File: src/rtl/softmax_row_stream.sv
`timescale 1ns/1ps
// softmax_row_stream
// Row-wise integer softmax. Buffers one row of signed Q4.4 elements, then
// computes base-2 exponentials relative to the row max (16-entry LUT plus
// shift), takes one sequential reciprocal of the row sum, and streams out
// unsigned Q0.8 probabilities, one multiply per element.
//
// Ports
//   clk_p      clock, rising edge
//   rst_n      asynchronous active-low reset
//   in_valid   input element valid
//   in_ready   input accept, high only while loading a row
//   in_data    signed Q4.4 element
//   out_valid  output element valid (registered)
//   out_ready  downstream accept
//   out_data   unsigned Q0.8 probability (registered, saturated at 255)
//   out_last   final element of the row (registered)
//
// state   | meaning
// --------+-------------------------------------------------------------
// S_LOAD  | accept ROW_LEN elements into row_buf, track running max
// S_EXP   | one element per cycle: e = LUT[d[3:0]] >> d[7:4], accumulate
// S_RECIP | 25-step restoring divide, recip = floor(2^24 / sum)
// S_OUT   | present (e * recip) >> 16 per element, advance on handshake
module softmax_row_stream #(
    parameter int DATA_WIDTH = 8,
    parameter int ROW_LEN    = 64
) (
    input  logic                  clk_p,
    input  logic                  rst_n,
    input  logic                  in_valid,
    output logic                  in_ready,
    input  logic [DATA_WIDTH-1:0] in_data,
    output logic                  out_valid,
    input  logic                  out_ready,
    output logic [7:0]            out_data,
    output logic                  out_last
);

    localparam int IDX_W = (ROW_LEN > 1) ? $clog2(ROW_LEN) : 1;
    localparam int SUM_W = 9 + $clog2(ROW_LEN);
    localparam logic [IDX_W-1:0] LAST_IDX = IDX_W'(ROW_LEN - 1);

    typedef enum logic [1:0] {S_LOAD, S_EXP, S_RECIP, S_OUT} state_t;

    state_t                   state;
    logic [IDX_W-1:0]         idx;
    logic signed [7:0]        max_val;
    logic [SUM_W-1:0]         sum;
    logic [SUM_W-1:0]         rem;
    logic [16:0]              recip;
    logic [4:0]               div_cnt;

    logic signed [7:0]        row_buf [ROW_LEN];
    logic [8:0]               ebuf    [ROW_LEN];

    logic                     accept;
    logic [7:0]               diff;
    logic [8:0]               exp_val;
    logic                     div_bit;
    logic [SUM_W:0]           rem_shift;
    logic                     rem_ge;
    logic [IDX_W-1:0]         sel;
    logic [9:0]               p_full;
    logic [7:0]               p_sat;

    function automatic logic [8:0] exp_lut(input logic [3:0] k);
        case (k)
            4'd0:    exp_lut = 9'd256;
            4'd1:    exp_lut = 9'd245;
            4'd2:    exp_lut = 9'd235;
            4'd3:    exp_lut = 9'd225;
            4'd4:    exp_lut = 9'd215;
            4'd5:    exp_lut = 9'd206;
            4'd6:    exp_lut = 9'd197;
            4'd7:    exp_lut = 9'd189;
            4'd8:    exp_lut = 9'd181;
            4'd9:    exp_lut = 9'd173;
            4'd10:   exp_lut = 9'd166;
            4'd11:   exp_lut = 9'd159;
            4'd12:   exp_lut = 9'd152;
            4'd13:   exp_lut = 9'd146;
            4'd14:   exp_lut = 9'd140;
            default: exp_lut = 9'd134;
        endcase
    endfunction

    assign in_ready = (state == S_LOAD);
    assign accept   = in_valid && in_ready;

    // max is never below any element, so the 8-bit difference cannot wrap
    assign diff    = 8'($unsigned(max_val) - $unsigned(row_buf[idx]));
    assign exp_val = exp_lut(diff[3:0]) >> diff[7:4];

    // dividend 2^24 has only its MSB set; it enters on the first step
    assign div_bit   = (div_cnt == 5'd24);
    assign rem_shift = {rem, div_bit};
    assign rem_ge    = (rem_shift >= {1'b0, sum});

    // while an element is showing, the next register load is for idx+1
    assign sel    = out_valid ? idx + IDX_W'(1) : idx;
    assign p_full = 10'((26'(ebuf[sel]) * 26'(recip)) >> 16);
    assign p_sat  = (p_full > 10'd255) ? 8'hFF : p_full[7:0];

    always_ff @(posedge clk_p) begin
        if (accept) begin
            row_buf[idx] <= $signed(in_data);
        end
        if (state == S_EXP) begin
            ebuf[idx] <= exp_val;
        end
    end

    always_ff @(posedge clk_p or negedge rst_n) begin
        if (!rst_n) begin
            state     <= S_LOAD;
            idx       <= '0;
            max_val   <= '0;
            sum       <= '0;
            rem       <= '0;
            recip     <= '0;
            div_cnt   <= '0;
            out_valid <= 1'b0;
            out_data  <= '0;
            out_last  <= 1'b0;
        end else begin
            case (state)
                S_LOAD: begin
                    if (accept) begin
                        if (idx == '0 || $signed(in_data) > max_val) begin
                            max_val <= $signed(in_data);
                        end
                        if (idx == LAST_IDX) begin
                            idx   <= '0;
                            sum   <= '0;
                            state <= S_EXP;
                        end else begin
                            idx <= idx + IDX_W'(1);
                        end
                    end
                end
                S_EXP: begin
                    sum <= sum + SUM_W'(exp_val);
                    if (idx == LAST_IDX) begin
                        idx     <= '0;
                        rem     <= '0;
                        recip   <= '0;
                        div_cnt <= 5'd24;
                        state   <= S_RECIP;
                    end else begin
                        idx <= idx + IDX_W'(1);
                    end
                end
                S_RECIP: begin
                    rem   <= rem_ge ? SUM_W'(rem_shift - {1'b0, sum})
                                    : SUM_W'(rem_shift);
                    recip <= {recip[15:0], rem_ge};
                    if (div_cnt == 5'd0) begin
                        state <= S_OUT;
                    end else begin
                        div_cnt <= div_cnt - 5'd1;
                    end
                end
                S_OUT: begin
                    if (!out_valid) begin
                        out_data  <= p_sat;
                        out_last  <= (idx == LAST_IDX);
                        out_valid <= 1'b1;
                    end else if (out_ready) begin
                        if (idx == LAST_IDX) begin
                            out_valid <= 1'b0;
                            out_last  <= 1'b0;
                            idx       <= '0;
                            state     <= S_LOAD;
                        end else begin
                            idx      <= idx + IDX_W'(1);
                            out_data <= p_sat;
                            out_last <= (idx + IDX_W'(1) == LAST_IDX);
                        end
                    end
                end
                default: state <= S_LOAD;
            endcase
        end
    end

endmodule

File: config.mk
export PLATFORM = sky130hd
export DESIGN_NAME = softmax_row_stream
export DESIGN_NICKNAME = d
export VERILOG_FILES = /design/src/rtl/softmax_row_stream.sv
export SDC_FILE = /design/constraint.sdc
export NUM_CORES = 2
export LEC_CHECK = 0
export CAP_MARGIN = 0
export CORE_MARGIN = 2
export CORE_UTILIZATION = 50
export CTS_CLUSTER_DIAMETER = 30
export DETAILED_ROUTE_END_ITERATION = 10
export PLACE_DENSITY = 0.65
export SLEW_MARGIN = 10
export SYNTH_ARGS = -nofsm -noshare
export SYNTH_HDL_FRONTEND = slang
export SYNTH_SLANG_ARGS = --single-unit
File: constraint.sdc
create_clock -name clk_p -period 14.4 [get_ports clk_p]
set_input_delay 3.6 -clock clk_p [delete_from_list [all_inputs] [get_ports clk_p]]
set_output_delay 3.6 -clock clk_p [all_outputs]
set_load 0.005 [all_outputs]
==> Yosys cells after proc, flatten, opt, wreduce, memory -nomap -nowiden <==
Memory sizes are Yosys's and may differ from the RTL's.
Cells that the tools add are included.
W data, S select, Z words.
{ "word_totals": {"reg_bits": 78, "ramBits": 1088, "mem_bits_ro": 144, "out_inout_bits": 11, "wordCells": 93, "n_memories": 3} }
{ "op_classes": {"n_addsub": 5, "mul": 1, "magnitude_cmp": 3, "eq_ne": 16, "shift": 1, "mux": 38, "reduce_logical": 16} }
{ "mem_list": {"columns": ["memory", "words", "width", "read_ports", "rd_clocked_by_memory_dff", "write_ports", "line_no", "rtl"], "rows": [
  ["ebuf", 64, 9, 1, 0, 1, "55", "logic [8:0] ebuf [ROW_LEN];"],
  ["row_buf", 64, 8, 1, 0, 1, "54", "logic signed [7:0] row_buf [ROW_LEN];"],
  ["(name not given)", 16, 9, 1, 0, 0, "68", "case (k)"]
]} }
{ "ops": {"columns": ["operator", "n"], "rows": [
  ["$pmux W15 S2", 2],
  ["$mux W15", 3],
  ["$pmux W17 S2", 1],
  ["$mux W8", 4],
  ["$mux W6", 5],
  ["$mul A9 B17 Y26", 1],
  ["$pmux W6 S3", 1],
  ["$mux W17", 1],
  ["$ge A16 B15 Y1", 1],
  ["$add A15 B9 Y15", 1],
  ["$sub A15 B15 Y15", 1],
  ["$mux W2", 7],
  ["$eq A6 B6 Y1 const B", 2],
  ["$ne A2 B2 Y1 const B", 6],
  ["$reduce_and A3 Y1", 4],
  ["$gt A10 B8 Y1 const B", 1],
  ["$mux W1", 10],
  ["$mux W5", 2],
  ["$pmux W5 S2", 1],
  ["$shr A9 B4 Y9", 1],
  ["$gt A8 B8 Y1", 1],
  ["$ne A2 B1 Y1 const B", 4],
  ["$pmux W2 S4", 1],
  ["$sub A8 B8 Y8", 1],
  ["15 further kinds", 18]
]} }

==> Depth between registers and ports, before layout <==
An unclocked memory read counts as a cell.
{ "depth": {"word_depth": 9, "mapped_depth": 42, "ltp_nobuf": 32} }

==> Least setup slack after synthesis <==
OpenSTA, ideal clock, no wires.
{ "synth_timing": {"path_kind": "register -> register", "start": "register idx[0]", "end": "register sum[14]", "arrival_ps": 9945, "required_ps": 14269, "setup_slack_ps": 4324, "stages_incl_launch_ff": 42, "path_buffers": 11, "path_cell_list": "dfrtp_1 -> buf_6 -> buf_12 -> buf_12 -> buf_12 -> buf_12 -> buf_12 -> and3_4 -> buf_2 -> clkbuf_1 -> buf_1 -> clkbuf_1 -> a22oi_1 -> a41oi_1 -> a21oi_1 -> nand3_1 -> ha_1 -> inv_1 -> [6 not listed] -> nand2_1 -> mux2i_1 -> mux2i_1 -> o21ai_0 -> ha_1 -> inv_1 -> fa_1 -> nor2b_1 -> o21ai_0 -> a21boi_0 -> o21ai_0 -> nand2b_1 -> a21oi_1 -> o21bai_1 -> a21o_1 -> or3b_2 -> xnor2_1 -> nor2_1"} }
{ "synth_between": {"elab_chain_len": 6} }
{ "synth_rtl": {"columns": ["element", "line_no", "rtl"], "rows": [
  ["start: declaration", "47", "logic [IDX_W-1:0] idx;"],
  ["start signal: assignment", "138", "idx <= idx + IDX_W'(1);"],
  ["start signal: assignment", "151", "idx <= idx + IDX_W'(1);"],
  ["start signal: assignment", "176", "idx <= idx + IDX_W'(1);"],
  ["$mem_v2 Z64 W8 *", null, null],
  ["$sub A8 B8 Y8 *", "92", "assign diff = 8'($unsigned(max_val) - $unsigned(row_buf[idx]));"],
  ["$mem_v2 Z16 W9", null, null],
  ["$shr A9 B4 Y9 *", "93", "assign exp_val = exp_lut(diff[3:0]) >> diff[7:4];"],
  ["via exp_val[0]", "59", "logic [8:0] exp_val;"],
  ["$add A15 B9 Y15 *", "143", "sum <= sum + SUM_W'(exp_val);"],
  ["$pmux W15 S2 *", "127", "case (state)"],
  ["end signal: assignment", "143", null],
  ["end: declaration", "49", "logic [SUM_W-1:0] sum;"]
]} }
Mark *: on every way through the listed nets, which the timed path passes. The rest lies on a longest branch.
A chain may end at the register's enable or synchronous reset.

==> Worst setup path after layout <==
{ "layout_timing": {"start": "register idx[0]", "end": "register out_data[2]"} }
{ "layout_between": {"elab_chain_len": 9} }
{ "layout_rtl": {"columns": ["element", "line_no", "rtl"], "rows": [
  ["$add A6 B1 Y6", "101", "assign sel = out_valid ? idx + IDX_W'(1) : idx;"],
  ["$mux W6", "101", null],
  ["$mem_v2 Z64 W9", null, null],
  ["$mul A9 B17 Y26", "102", "assign p_full = 10'((26'(ebuf[sel]) * 26'(recip)) >> 16);"],
  ["$gt A10 B8 Y1", "103", "assign p_sat = (p_full > 10'd255) ? 8'hFF : p_full[7:0];"],
  ["$mux W8", "103", null],
  ["$mux W8", "170", "if (idx == LAST_IDX) begin"],
  ["$mux W8", "169", "end else if (out_ready) begin"],
  ["$mux W8", "165", "if (!out_valid) begin"],
  ["end signal: assignment", "166", "out_data <= p_sat;"],
  ["end signal: assignment", "177", "out_data <= p_sat;"],
  ["end: declaration", "36", "output logic [7:0] out_data,"]
]} }
Several ways; a longest one is shown, not always the timed one. The select of a mux whose other input is x is not followed.

==> impl_metrics.csv <==
group,metric,value,unit
status,outcome,"finished clean",
worst_hold_path,hp-class,"reg2reg",
timing,setup_tns,0,ns
global_route,grt_max_degree,67,
timing,slew-limit-headroom,12.42,%
critical_path,worstPathRequired,15.04,ns
clocking,cts-root-buf,"clkbuf_16",
place,numPortBuffers,22,
yosys,yosysWarnings,0,
power_and_ir_drop,netSwitchingPower,1.777,mW
floorplanning,die_area,107700,sq um
timing,slew_violations,0,
power_and_ir_drop,p_leak,21.45,nW
floorplanning,die_h,328.2,microns
power_and_ir_drop,peakVddDrop,0.0001251,V
critical_path,cpMostUsedCell,"fa_1",
cells_and_area,fin_util,59.00,%
clocking,cts.sinks,1166,
yosys,async_flop_share,6.690,%
cells_and_area,regArea,34630,sq um
clocking,post_cts_buffers,0,
power_and_ir_drop,combPwrFrac,0.4,%
critical_path,critical_path.max_stage_delay,0.85,ns
yosys,synth_most_common_cell,"edfxtp_1",
global_route,antenna_found_initial,1,
yosys,synth_top_family_by_area,"multiplexers",
power_and_ir_drop,swShare,20.63,%
yosys,netlist_area,52550,sq um
yosys,synth_area_leaders,"edfxtp_1 (62%), mux4_2 (6.2%), fa_1 (4.1%)",
floorplanning,fp.dieW,328.2,microns
yosys,syn_avg_cell_area,15.69,sq um
critical_path,cp-end-kind,"flip-flop",
cells_and_area,drive_gt1_share,17.46,%
yosys,synth_edf_count,1088,
power_and_ir_drop,power_frac_seq,42.7,%
floorplanning,coreArea,103900,sq um
global_route,grt_pass1_vias,31430,
yosys,synth_xor_area_share,0.7833,%
place,gp_congestion,0.8448,
power_and_ir_drop,power,8.615,mW
detailed_routing,avgViaCountPerCell,6.127,
yosys,synth_nets,3564,
timing,worst_pin_slew,1.309,ns
yosys,synthSimpleGateAreaFrac,5.783,%
detailed_routing,vias,30780,
clocking,cts_resized,0,
power_and_ir_drop,p_int,6.838,mW
global_route,grt_pass1_wl,198.4,mm
timing,period_minus_slack,10.88,ns
clocking,clk_pin_slew,0.05,ns
cells_and_area,final_cell_area,61320,sq um
timing,finalClockSkew,0.02615,ns
floorplanning,fp-row-count,118,
yosys,syn_inst,3349,
floorplanning,io_pins,23,
timing,clock.fmax,91.89,MHz
clocking,cts_hold_buffers,0,
yosys,synth_fa_ha_area_share,6.376,%
detailed_routing,wl_per_cell,26.10,microns
clocking,clk_latency,0.80,ns
yosys,synth_compound_area_share,8.418,%
power_and_ir_drop,p_per_area,140.5,nW/um^2
yosys,synth_top_area_cell,"edfxtp_1",
detailed_routing,drt_wl_total,131.1,mm
clocking,cts_made_buffers,207,
global_route,grtUsageTotal,24.63,%
clocking,cts_tree,"yes",
critical_path,start_kind,"flip-flop",
yosys,ys_dominant_reg_cell,"edfxtp_1",
critical_path,slowest_stage,"buf_4",
timing,fin_crit_sh,75.58,%
cells_and_area,nets,3675,
yosys,synth.mux.area_fraction,9.476,%
timing,rsz0062_at_grt,"no",
detailed_routing,drcViolationCount,0,
yosys,ys_seq_area_share,65.88,%
yosys,ys_types,79,
global_route,gr-total-overflow,0,
power_and_ir_drop,p_clk_share,56.9,%
yosys,ys_ff_latch,1166,
yosys,synth_commonest_cells,"edfxtp_1 (1088), a22oi_1 (279), nor2_1 (192), inv_1 (178), nand2_1 (174)",
cells_and_area,multiInputGateArea,16370,sq um
critical_path,crit_arrival,11.52,ns
clocking,clk_path_buf_depth,3,
cells_and_area,fillers,7715,
detailed_routing,firstDrtPassIters,7,
timing,setup_violations,0,
timing,hold_violations,0,
yosys,synth_top_area_share,62.17,%
critical_path,worstPathMaxFanout,62,
run,cap_violations,0,
clocking,htree_levels,4,
cells_and_area,syn_to_final_growth,16.68,%
critical_path,crit_type,"reg2reg",
place,placedInstanceArea,54180,sq um
place,dp_hpwl,78.35,mm
detailed_routing,ant_nets,0,
floorplanning,start_util,50.56,%
detailed_routing,drt_iter0_markers,3481,
power groups by stage:
stage	Combinational, mW	Clock [mW]	Sequential (mW)
2_1_floorplan	0.00259	0	3.75
3_3_place_gp	0.0334	0	3.75
3_5_place_dp	0.0352	0	3.75
4_1_cts	0.0352	4.95	3.68
5_1_grt	0.0387	5.10	3.68
6_report	0.0350	4.90	3.68
cells by family after synthesis:
kind of cell / count (synthesis)
adder cells (fa/ha/maj): 203
multiplexers: 316
flip-flops: 1166
AND/OR/NAND/NOR: 636
XOR/XNOR: 44
AO/OA/AOI/OAI: 604
buffers and inverters: 380
per-layer routing:
metal | up-vias | GRT usage (%) | share of wire [%]
li1 | 13320 | - | -
met1 | 15780 | 33.63 | 40
met2 | 1428 | 40.11 | 49
met3 | 256 | 4.450 | 7.8
met4 | 0 | 8.497 | 3.0
met5 | - | 0 | 0
final timing paths:
| path | startpoint | end | slack, ns | depth (start not counted) |
|---|---|---|---|---|
| worst min-delay path | max_val[0] | max_val[0] | 0.51 | 2 |
| max in group asynchronous | rst_n | idx[0] | 10.46 | 2 |
| worst max register to register | idx[0] | out_data[2] | 3.52 | 29 |
| min in group asynchronous | rst_n | recip[9] | 2.66 | 1 |
| worst max-delay path | idx[0] | out_data[2] | 3.52 | 29 |
| worst min register to register | max_val[0] | max_val[0] | 0.51 | 2 |
cells in the final DEF, fill, tap and decap left out, types with 12 or more instances in the layout:
cell,Yosys,routed
bufinv_16,0,26
nand3_1,33,33
a41oi_1,36,36
clkbuf_16,0,209
clkinvlp_4,0,29
clkinv_4,0,20
ha_1,95,95
o21ai_0,57,56
a22o_1,43,43
dfrtp_1,78,77
a21oi_1,64,60
nand2_1,174,174
xnor2_1,29,28
a221oi_1,15,15
and2_1,87,87
nor2b_1,19,17
a21o_1,17,17
inv_1,178,177
mux2i_1,160,159
clkinv_1,1,28
clkinv_2,0,28
clkdlybuf4s50_1,0,13
fa_1,108,108
nor3_1,21,16
buf_4,19,80
nor2_1,192,186
clkbuf_1,99,24
nand4_1,30,30
inv_6,0,17
nand2b_1,12,12
mux2_2,12,12
a22oi_1,279,279
a31oi_1,16,16
and3_1,22,19
edfxtp_1,1088,1088
mux4_2,144,144
worst max-delay path, delay by kind of cell (launching register included):
family | cells | cell delay (ns)
buf+inv | 6 | 1.99
compound gates | 7 | 2.28
simple gates | 7 | 1.68
fa+ha+maj | 6 | 2.89
mux | 3 | 1.04
flops | 1 | 0.70
through the flow:
| step | cells | hold slack [ns] | worst slack (ns) |
|---|---|---|---|
| floorplan | 3349 | 0.4608 | 4.324 |
| global placement | 4630 | 0.4944 | 3.394 |
| detailed placement | 4631 | 0.5028 | 3.378 |
| CTS | 5023 | 0.5130 | 3.313 |
| global route | 5023 | 0.5574 | 2.933 |
| finish | 5024 | 0.5097 | 3.517 |
registers in the layout (all words and copies together), names as in the netlist:
| register | flops |
|---|---|
| ebuf | 576 |
| row_buf | 512 |
| recip | 17 |
| rem | 15 |
| sum | 15 |
| max_val | 8 |
| out_data | 8 |
| idx | 6 |
| div_cnt | 5 |
| state | 2 |
| out_last | 1 |
| out_valid | 1 |
area by class of cell:
| cell class | count | share of cell area, % |
|---|---|---|
| timing repair buffer | 102 | 1.275 |
| sequential | 1166 | 56.47 |
| clock buffer | 233 | 8.676 |
| multi-input combinational | 1803 | 26.69 |
| tap | 1380 | 2.816 |
| antenna | 1 | 0.004081 |
| inverter | 180 | 1.102 |
| clock inverter | 159 | 2.967 |
Note: power is estimated with default switching activity, not from simulation.
